### src/rtl/grant_select_sequencer.sv
// Round-robin grant sequencer feeding a 2-to-4 active-low enabled decoder.
// Select is settled one cycle before enable drops, so decoder outputs never glitch.
module grant_select_sequencer #(
  parameter int HOLD_MAX = 8,
  parameter int CNT_W    = 8
) (
  input  logic       clk,
  input  logic       rst_n,
  input  logic [3:0] req,
  input  logic       done,
  output logic [1:0] sel,
  output logic       en_n,
  output logic       busy,
  output logic       timeout
);

  typedef enum logic [1:0] {IDLE, SETUP, GRANT, GAP} state_t;

  localparam logic [CNT_W-1:0] CNT_LAST = CNT_W'(HOLD_MAX - 1);

  state_t           state, state_nxt;
  logic [1:0]       last, last_nxt;
  logic [1:0]       sel_nxt;
  logic [CNT_W-1:0] cnt, cnt_nxt;
  logic             en_n_nxt, busy_nxt, timeout_nxt;
  logic             rel_cnt, rel_any;

  // First set request bit searching upward from the previous grantee, modulo 4.
  function automatic logic [1:0] rr_pick(input logic [3:0] r, input logic [1:0] l);
    logic [1:0] idx;
    logic       found;
    rr_pick = l + 2'd1;
    found   = 1'b0;
    for (int k = 1; k <= 4; k++) begin
      idx = l + 2'(k);
      if (!found && r[idx]) begin
        rr_pick = idx;
        found   = 1'b1;
      end
    end
  endfunction

  always_comb begin
    state_nxt   = state;
    last_nxt    = last;
    sel_nxt     = sel;
    cnt_nxt     = cnt;
    timeout_nxt = 1'b0;
    rel_cnt     = (cnt == CNT_LAST);
    rel_any     = done || !req[sel] || rel_cnt;
    case (state)
      IDLE: begin
        if (req != 4'b0000) begin
          sel_nxt   = rr_pick(req, last);
          state_nxt = SETUP;
        end
      end
      SETUP: begin
        cnt_nxt   = '0;
        state_nxt = GRANT;
      end
      GRANT: begin
        cnt_nxt = cnt + 1'b1;
        if (rel_any) begin
          state_nxt   = GAP;
          last_nxt    = sel;
          // Grantee-initiated releases outrank the hold limit.
          timeout_nxt = rel_cnt && !done && req[sel];
        end
      end
      GAP: begin
        state_nxt = IDLE;
      end
      default: begin
        state_nxt = IDLE;
      end
    endcase
    en_n_nxt = (state_nxt != GRANT);
    busy_nxt = (state_nxt != IDLE);
  end

  always_ff @(posedge clk or negedge rst_n) begin
    if (!rst_n) begin
      state   <= IDLE;
      last    <= 2'b11;
      sel     <= 2'b00;
      cnt     <= '0;
      en_n    <= 1'b1;
      busy    <= 1'b0;
      timeout <= 1'b0;
    end else begin
      state   <= state_nxt;
      last    <= last_nxt;
      sel     <= sel_nxt;
      cnt     <= cnt_nxt;
      en_n    <= en_n_nxt;
      busy    <= busy_nxt;
      timeout <= timeout_nxt;
    end
  end

endmodule

### config.mk
export PLATFORM = sky130hd
export DESIGN_NAME = grant_select_sequencer
export DESIGN_NICKNAME = d
export VERILOG_FILES = /design/src/rtl/grant_select_sequencer.sv
export SDC_FILE = /design/constraint.sdc
export NUM_CORES = 1
export LEC_CHECK = 0
export ABC_AREA = 1
export ABC_CLOCK_PERIOD_IN_PS = 2000
export CAP_MARGIN = 20
export CORE_ASPECT_RATIO = 0.9
export CORE_MARGIN = 10
export CORE_UTILIZATION = 55
export DETAILED_ROUTE_END_ITERATION = 16
export HOLD_SLACK_MARGIN = 0.02
export PLACE_DENSITY = 0.82
export SLEW_MARGIN = 20
export SYNTH_ARGS = -nofsm -noshare
export SYNTH_HDL_FRONTEND = slang
export SYNTH_SLANG_ARGS = --single-unit
### constraint.sdc
create_clock -name clk -period 2 [get_ports clk]
set_input_delay 0.4 -clock clk [delete_from_list [all_inputs] [get_ports clk]]
set_output_delay 0.4 -clock clk [all_outputs]
set_load 0.005 [all_outputs]
==> results.json, run 1 <==
{
  "seqPwrFrac_pct": 31.9,
  "cts_resized": 0,
  "cts.reportedPaths.clkPinSlew_ns": 0.10,
  "grt_pass1_wl_um": 4350,
  "clk_latency_ns": 0.29,
  "syn_area_um2": 1160,
  "fin_hold_ws_ns": 0.420,
  "power_per_cell_area_nw_per_um2": 1430,
  "cts-root-buf": "clkbuf_4",
  "hold_path_class": "input port to async pin",
  "synth_xor_area_share_pct": 0.753,
  "cts_buffers": 3,
  "cts.path.max_buffers": 2,
  "tns_ns": 0,
  "rows": 15,
  "path_max_fanout": 8,
  "syn_avg_cell_area_um2": 6.89,
  "max_slew_margin_pct": 76.7,
  "drive_gt1_share_pct": 13.7,
  "ys_top_cells_by_area": "dfrtp_1, nand2_1, dfstp_2",
  "synthTopCellsByCount": "nand2_1, inv_1, dfrtp_1, nand3_1",
  "grt_max_degree": 18,
  "dpl.cell_count": 204,
  "critical_path_class": "register to register",
  "rr_startpoint": "state[0]",
  "synth_mux_area_share_pct": 0,
  "clock_sinks": 17,
  "layoutNonFillerInstCount": 208,
  "synth_seq_cells": 17,
  "p_sw_share_pct": 49.2,
  "ff2ff_setup_slack_ns": 0.20,
  "hold_viol": 0,
  "max_cap_violations": 0,
  "critPathBufInv": 2,
  "port_buffers": 11,
  "synthSimpleGateAreaFrac_pct": 43.9,
  "critical_path.cell_chain": "inv_1 -> ha_1 -> inv_2 -> nor2_1 -> and2_1 -> nand2_1 -> nor2_2 -> o21ai_0 -> a21oi_1",
  "hold_buffers": 0,
  "antenna_cells": 0,
  "postCtsSetupBuffers": 0,
  "syn_inst": 169,
  "firstDrtPassIters": 4,
  "crit_path_end_kind": "register",
  "synth_compound_area_share_pct": 6.24,
  "critPathTopFamily": "simple AND/OR/NAND/NOR gates",
  "drv_slew": 0,
  "startpoint_type": "register",
  "dr_total_vias": 1092,
  "htree_num_levels": 1,
  "io_pins": 12,
  "route.detailed.drc": 0,
  "first_global_vias": 977,
  "worst_pin_slew_ns": 0.345,
  "multiInputGateArea_um2": 642,
  "reg2reg_to": "cnt[6]",
  "ant_nets": 0,
  "pwr-share-comb_pct": 58.5,
  "critPathSlowestCell": "ha_1",
  "p_leak_nw": 0.699,
  "dominantRegCellSynth": "dfrtp_1",
  "wire_per_inst_um": 12.1,
  "fin_skew_ns": 0.0103,
  "synth_top_family_by_area": "simple AND/OR/NAND/NOR gates",
  "area_growth_pct": 13.1,
  "reg2reg_depth": 9,
  "crit_path_max_incr_delay_ns": 0.44,
  "synth_top_area_share_pct": 30.1,
  "place_hpwl_um": 2000,
  "syn-num-nets": 180,
  "start_util_pct": 59.0,
  "coreArea_um2": 1970,
  "max_freq_mhz": 554,
  "synth_most_common_cell": "nand2_1",
  "placed_cell_area_um2": 1290,
  "status": "complete, no violations",
  "nets": 195,
  "yosysUniqueCellTypes": 23,
  "ys_seq_area_share_pct": 36.9,
  "switchingPower_mw": 0.927,
  "synth-edff-count": 0,
  "register_area_um2": 429,
  "die_h_um": 63.6,
  "design_area_um2": 1320,
  "min_period_over_period_pct": 90.2,
  "clockPowerShare_pct": 9.6,
  "synthArstFlopShare_pct": 100,
  "wl_um": 2510,
  "overflow": 0,
  "fillers": 179,
  "die_w_um": 68.5,
  "track_usage_pct": 12.6,
  "finalCriticalPeriod_ns": 1.80,
  "required_ns": 2.22,
  "tritoncts": "yes",
  "avgViaCountPerCell": 5.25,
  "grt_setup_unrepaired": "false",
  "drt_iter0_drc": 52,
  "synth.largest_area_cell": "dfrtp_1",
  "ir_drop_mv": 0.993,
  "arrival_ns": 2.03,
  "dieArea_um2": 4360,
  "synth_fa_ha_area_share_pct": 4.30,
  "p_int_mw": 0.956,
  "gp_congestion": 0.810,
  "yosys_warnings": 0,
  "antenna_found_initial": 0,
  "finalSetupViolations": 0
}
-- how the worst max path moves through the flow --
stage	to	slack [ns]	cells after the start	from
4_1_cts	cnt[6]	0.21	9	state[0]
3_3_place_gp	busy	0.14	8	req[0]
6_report	cnt[6]	0.20	9	state[0]
5_1_grt	cnt[6]	0.09	9	state[0]
2_1_floorplan	cnt[6]	0.50	9	state[0]
3_5_place_dp	busy	0.09	8	req[0]
-- per-layer routing --
metal / global-route usage, % / vias to the layer above / share of wire, %
li1: - / 557 / -
met2: 18.9 / 23 / 46
met5: 0 / - / 0
met3: 4.95 / 7 / 6.3
met4: 3.77 / 0 / 1.6
met1: 15.9 / 505 / 46
-- final cells by class --
type | instances | area share, %
tap | 25 | 2.38
inverter | 18 | 5.32
multi-input combinational | 132 | 48.8
timing repair buffer | 12 | 8.94
sequential | 17 | 32.6
clock buffer | 4 | 2.00
-- placed cells by master (no fill, tap or decap), types with 2 or more instances in the layout --
cell type,netlist,layout
inv_2,2,2
ha_1,4,4
nand2_1,65,65
nand3_1,14,14
a21oi_1,6,6
o21ai_0,7,7
inv_1,15,15
dfrtp_1,14,14
dfstp_2,3,3
nor2_1,11,11
nand2_4,2,2
nor3_1,3,3
nand2_2,11,11
nand4_1,2,2
clkdlybuf4s50_1,0,11
clkbuf_4,0,3
-- registers in the layout, indices dropped and copies added (netlist names) --
signal   cells
timeout      1
busy         1
sel          2
en_n         1
state        2
cnt          8
last         2
-- worst reg2reg max path, stage by stage, from the launching register on --
cell and delay [ns]:
dfrtp_1 0.38, inv_1 0.08, ha_1 0.44, inv_2 0.10, nor2_1 0.14, and2_1 0.17
nand2_1 0.08, nor2_2 0.11, o21ai_0 0.09, a21oi_1 0.14
-- cells by family (layout without fill, tap and decap cells) --
group / count (synthesis) / count (layout)
buffers and inverters: 20 / 34
xor gates and xnor gates: 1 / 1
and+or+nand+nor: 113 / 113
adders and majority gates: 4 / 4
AOI/OAI and AO/OA: 14 / 14
DFF: 17 / 17
-- per-stage QoR --
stage	power, mW	util [%]	setup slack, ns
after global routing	2.09	66.8	0.0936
after global placement	1.66	65.5	0.141
after detailed placement	1.71	65.5	0.0931
after floorplan	1.44	-	0.498
after CTS	1.90	66.8	0.208
final	1.88	66.8	0.196
-- power by group through the flow --
stage / clock network [mW] / registers (mW) / logic, mW
floorplan: 0 / 0.543 / 0.901
global placement: 0 / 0.599 / 1.06
detailed placement: 0 / 0.605 / 1.10
CTS: 0.190 / 0.600 / 1.11
global route: 0.202 / 0.623 / 1.26
finish: 0.180 / 0.601 / 1.10
No activity file was read; power rests on OpenSTA's default activity.
==> inputs of run 2 (changes only) <==
--- a/config.mk
+++ b/config.mk
@@ -6,13 +6,13 @@
 export NUM_CORES = 1
 export LEC_CHECK = 0
 export ABC_AREA = 1
-export ABC_CLOCK_PERIOD_IN_PS = 2000
 export CAP_MARGIN = 20
 export CORE_ASPECT_RATIO = 0.9
 export CORE_MARGIN = 10
 export CORE_UTILIZATION = 55
 export DETAILED_ROUTE_END_ITERATION = 16
 export HOLD_SLACK_MARGIN = 0.02
+export MAX_ROUTING_LAYER = met4
 export PLACE_DENSITY = 0.82
 export SLEW_MARGIN = 20
 export SYNTH_ARGS = -nofsm -noshare
==> run 2 against run 1 <==
Non-clock buffer count stayed put. Flip-flop and latch count unchanged. Final area stayed put. Worst setup slack is essentially flat. Critical path depth did not move. Count of clock-buffer cells in the layout unchanged. Routed wire length stayed put. Hold slack is essentially flat. Die area stayed put. Combinational power barely moved. Register-to-register slack barely moved.
==> results.json, run 2 (synthesized netlist as in run 1, its figures left out) <==
{
  "place_hpwl_um": 2000,
  "cts_buffers": 3,
  "max_freq_mhz": 554,
  "pre_cts_ws_ns": 0.0931,
  "die_w_um": 68.5,
  "hold_path_class": "input port to async pin",
  "critical_path_class": "register to register",
  "grt_setup_unrepaired": "false",
  "cts_resized": 0,
  "clock_sinks": 17,
  "drive_gt1_share_pct": 13.7,
  "route.detailed.drc": 0,
  "overflow": 0,
  "cts-root-buf": "clkbuf_4",
  "rows": 15,
  "io_pins": 12,
  "register_area_um2": 429,
  "crit_path_end_kind": "register",
  "fin_util_pct": 66.8,
  "avgViaCountPerCell": 5.25,
  "largest_register": "cnt",
  "area_growth_pct": 13.1,
  "ant_nets": 0,
  "antenna_cells": 0,
  "startpoint": "state[0]",
  "tns_ns": 0,
  "required_ns": 2.22,
  "arrival_ns": 2.03,
  "fin_skew_ns": 0.0103,
  "port_buffers": 11,
  "largest_register_ffs": 8,
  "grt_pass1_wl_um": 4350,
  "fillers": 179,
  "finalSetupViolations": 0,
  "firstDrtPassIters": 4,
  "antenna_found_initial": 0,
  "die_h_um": 63.6,
  "mostFrequentLayoutCell": "nand2_1",
  "path_max_fanout": 8,
  "first_global_vias": 977,
  "mostFrequentLayoutCells": "nand2_1, inv_1, nand3_1, dfrtp_1",
  "rr_startpoint": "state[0]",
  "coreArea_um2": 1970,
  "postCtsSetupBuffers": 0,
  "hold_viol": 0,
  "wl_um": 2510,
  "start_util_pct": 59.0,
  "drv_slew": 0,
  "gp_congestion": 0.821,
  "max_slew_margin_pct": 76.8,
  "multiInputGateArea_um2": 642,
  "wire_per_inst_um": 12.1,
  "grt_max_degree": 18,
  "dieArea_um2": 4360,
  "status": "complete, no violations",
  "tritoncts": "yes",
  "ir_drop_mv": 0.993,
  "max_cap_violations": 0,
  "finalCriticalPeriod_ns": 1.80,
  "clk_latency_ns": 0.29,
  "worst_pin_slew_ns": 0.345,
  "nets": 195,
  "dr_total_vias": 1092,
  "cts.reportedPaths.clkPinSlew_ns": 0.10,
  "hold_buffers": 0,
  "cts.path.max_buffers": 2,
  "drt_iter0_drc": 52,
  "startpoint_type": "register",
  "finalWorstSetupSlack_ns": 0.196,
  "track_usage_pct": 12.9,
  "p_leak_nw": 0.699,
  "min_period_over_period_pct": 90.2,
  "power_per_cell_area_nw_per_um2": 1430,
  "htree_num_levels": 1
}
-- run 2: cell counts in the layout (fill, tap and decap cells not counted) --
No cell type changed its count.
-- run 2: final timing paths --
| kind | end | slack (ns) | cells after the start |
|---|---|---|---|
| min in group clk | cnt[0] | 0.51 | 1 |
| min | sel[0] | 0.42 | 2 |
| max | cnt[6] | 0.20 | 9 |
| max in group asynchronous | last[0] | 1.31 | 2 |
| min reg2reg | cnt[0] | 0.51 | 1 |
| max reg2reg | cnt[6] | 0.20 | 9 |
-- run 2: layer usage --
metal	part of all wire (%)	vias to the layer above	routed length, um	GRT usage (%)
met5	0	-	0	-
met4	1.6	0	40	3.77
met3	5.8	7	146	4.59
met2	46	23	1150	18.9
met1	47	505	1170	16.1
li1	-	557	-	-
-- run 2: per-stage QoR --
step | area, um2 | cells | hold slack [ns] | power (mW)
floorplan | 1160 | 169 | 0.104 | 1.44
global placement | 1290 | 204 | 0.486 | 1.66
detailed placement | 1290 | 204 | 0.496 | 1.71
CTS | 1320 | 208 | 0.426 | 1.90
global route | 1320 | 208 | 0.429 | 2.09
finish | 1320 | 208 | 0.420 | 1.88
-- run 2: power by group --
group	leakage (nW)	switching, mW	internal (mW)
logic	0.470	0.695	0.407
registers	0.214	0.130	0.471
clock network	0.0150	0.103	0.0777
total	0.699	0.927	0.956
-- run 2: worst max-delay path, stage by stage (launching register included) --
cell and delay (ns):
dfrtp_1 0.38, inv_1 0.08, ha_1 0.44, inv_2 0.10, nor2_1 0.14, and2_1 0.17
nand2_1 0.08, nor2_2 0.11, o21ai_0 0.09, a21oi_1 0.14
-- run 2: final cells by class --
class	instances	share of cell area (%)
Timing Repair Buffer	12	8.94
Multi-Input combinational cell	132	48.8
Tap cell	25	2.38
Sequential cell	17	32.6
Clock buffer	4	2.00
Inverter	18	5.32
==> inputs of run 3 (changes only) <==
--- a/config.mk
+++ b/config.mk
@@ -14,6 +14,7 @@
 export HOLD_SLACK_MARGIN = 0.02
 export MAX_ROUTING_LAYER = met4
 export PLACE_DENSITY = 0.82
+export RECOVER_POWER = 50
 export SLEW_MARGIN = 20
 export SYNTH_ARGS = -nofsm -noshare
 export SYNTH_HDL_FRONTEND = slang
==> run 3 against run 2 <==
Largest power group unchanged. Worst setup slack lost 0.035 ns. Highest routed layer unchanged. Non-clock buffer count is the same. Critical path depth is the same. Routed wire length is essentially flat. Cell count is the same. Core utilization shrank 0.19 points. Sequential share of layout area grew 0.093 points. Count of clock-buffer cells in the layout is the same. Combinational power is essentially flat. Largest cell class unchanged.
==> results.json, run 3 (synthesized netlist as in run 1, its figures left out) <==
{
  "status": "complete, no violations",
  "htree_num_levels": 1,
  "coreArea_um2": 1970,
  "tns_ns": 0,
  "met1_usage_pct": 16.1,
  "route.detailed.drc": 0,
  "critical_path.cell_chain": "inv_1 -> ha_1 -> inv_1 -> nor2_1 -> and2_1 -> nand2_1 -> nor2_2 -> o21ai_0 -> a21oi_1",
  "finalSetupViolations": 0,
  "max_slew_margin_pct": 40.1,
  "hold_buffers": 0,
  "hold_end": "cnt[0]",
  "p_leak_nw": 0.697,
  "antenna_found_initial": 0,
  "nets": 195,
  "track_usage_pct": 12.9,
  "worst_pin_slew_ns": 0.899,
  "firstDrtPassIters": 4,
  "arrival_ns": 2.06,
  "crit_path_end_kind": "register",
  "pre_cts_ws_ns": 0.0931,
  "min_period_over_period_pct": 92.0,
  "critical_path.most_common_cell": "inv_1",
  "postCtsSetupBuffers": 0,
  "clock_sinks": 17,
  "gp_congestion": 0.821,
  "min_from": "cnt[0]",
  "wire_per_inst_um": 12.1,
  "tritoncts": "yes",
  "area_growth_pct": 12.8,
  "antenna_cells": 0,
  "grtUsageMet3_pct": 4.59,
  "finalCriticalPeriod_ns": 1.84,
  "die_w_um": 68.5,
  "hold_depth": 1,
  "ant_nets": 0,
  "place_hpwl_um": 2000,
  "largest_register": "cnt",
  "wl_um": 2510,
  "power_per_cell_area_nw_per_um2": 1430,
  "clk_latency_ns": 0.29,
  "ff2ff_setup_slack_ns": 0.16,
  "mostFrequentLayoutCells": "nand2_1, inv_1, nand3_1, dfrtp_1",
  "cts_resized": 0,
  "largest_register_ffs": 8,
  "max_cap_violations": 0,
  "crit_path_max_incr_delay_ns": 0.43,
  "dr_total_vias": 1091,
  "ir_drop_mv": 0.991,
  "critPathTopFamily": "simple AND/OR/NAND/NOR gates",
  "drive_gt1_share_pct": 12.6,
  "critical_path_class": "register to register",
  "first_global_vias": 977,
  "drt_iter0_drc": 52,
  "startpoint_type": "register",
  "grt_pass1_wl_um": 4350,
  "grt_busiest_layer": "met2",
  "critPathSlowestCell": "ha_1",
  "path_max_fanout": 8,
  "cts.reportedPaths.clkPinSlew_ns": 0.10,
  "max_freq_mhz": 544,
  "io_pins": 12,
  "grt_use_met2_pct": 18.9,
  "port_buffers": 11,
  "rows": 15,
  "required_ns": 2.22,
  "reg2reg_depth": 9,
  "grt_max_degree": 18,
  "cts-root-buf": "clkbuf_4",
  "critPathBufInv": 2,
  "die_h_um": 63.6,
  "cts.path.max_buffers": 2,
  "fin_skew_ns": 0.0103,
  "hold_path_class": "register to register",
  "finalWorstSetupSlack_ns": 0.161,
  "rr_startpoint": "state[0]",
  "start_util_pct": 59.0,
  "fillers": 181,
  "hold_viol": 0,
  "mostFrequentLayoutCell": "nand2_1",
  "reg2reg_to": "cnt[6]",
  "dieArea_um2": 4360,
  "drv_slew": 0,
  "grt_setup_unrepaired": "false",
  "overflow": 0,
  "startpoint": "state[0]",
  "cts_buffers": 3,
  "avgViaCountPerCell": 5.25
}
==> run 3: cell type report <==
type | instances | area (um2) | area share, %
well taps | 25 | 31.3 | 2.38
flip-flops and latches | 17 | 429 | 32.7
inverters | 18 | 70.1 | 5.34
multi-input cells | 132 | 642 | 48.9
repair buffers | 12 | 114 | 8.67
clock buffers | 4 | 26.3 | 2.00
==> run 3: power by group <==
group / switching (mW) / internal, mW / total [mW]
logic: 0.691 / 0.404 / 1.09
clock network: 0.103 / 0.0777 / 0.180
registers: 0.130 / 0.471 / 0.601
==> run 3: routing by layer <==
metal,routed length [um],share of wire [%]
met5,0,0
met4,40,1.6
met3,146,5.8
met2,1150,46
met1,1170,47
==> run 3: worst max-delay path by stage <==
stage | end | slack, ns | cells past startpoint
final | cnt[6] | 0.16 | 9
after global routing | cnt[6] | 0.05 | 9
after CTS | cnt[6] | 0.21 | 9
after detailed placement | busy | 0.09 | 8
after global placement | busy | 0.14 | 8
after floorplan | cnt[6] | 0.50 | 9
==> run 3: worst reg2reg max path, stage by stage (launching register included) <==
cell and delay (ns):
dfrtp_1 0.38, inv_1 0.08, ha_1 0.43, inv_1 0.14
nor2_1 0.15, and2_1 0.17, nand2_1 0.08, nor2_2 0.11
o21ai_0 0.09, a21oi_1 0.14
==> run 3: through the flow <==
stage | cells | hold slack, ns | power [mW] | util [%] | area (um2)
CTS | 208 | 0.426 | 1.90 | 66.8 | 1320
global route | 208 | 0.554 | 2.08 | 66.6 | 1310
finish | 208 | 0.511 | 1.88 | 66.6 | 1310
detailed placement | 204 | 0.496 | 1.71 | 65.5 | 1290
global placement | 204 | 0.486 | 1.66 | 65.5 | 1290
floorplan | 169 | 0.104 | 1.44 | - | 1160
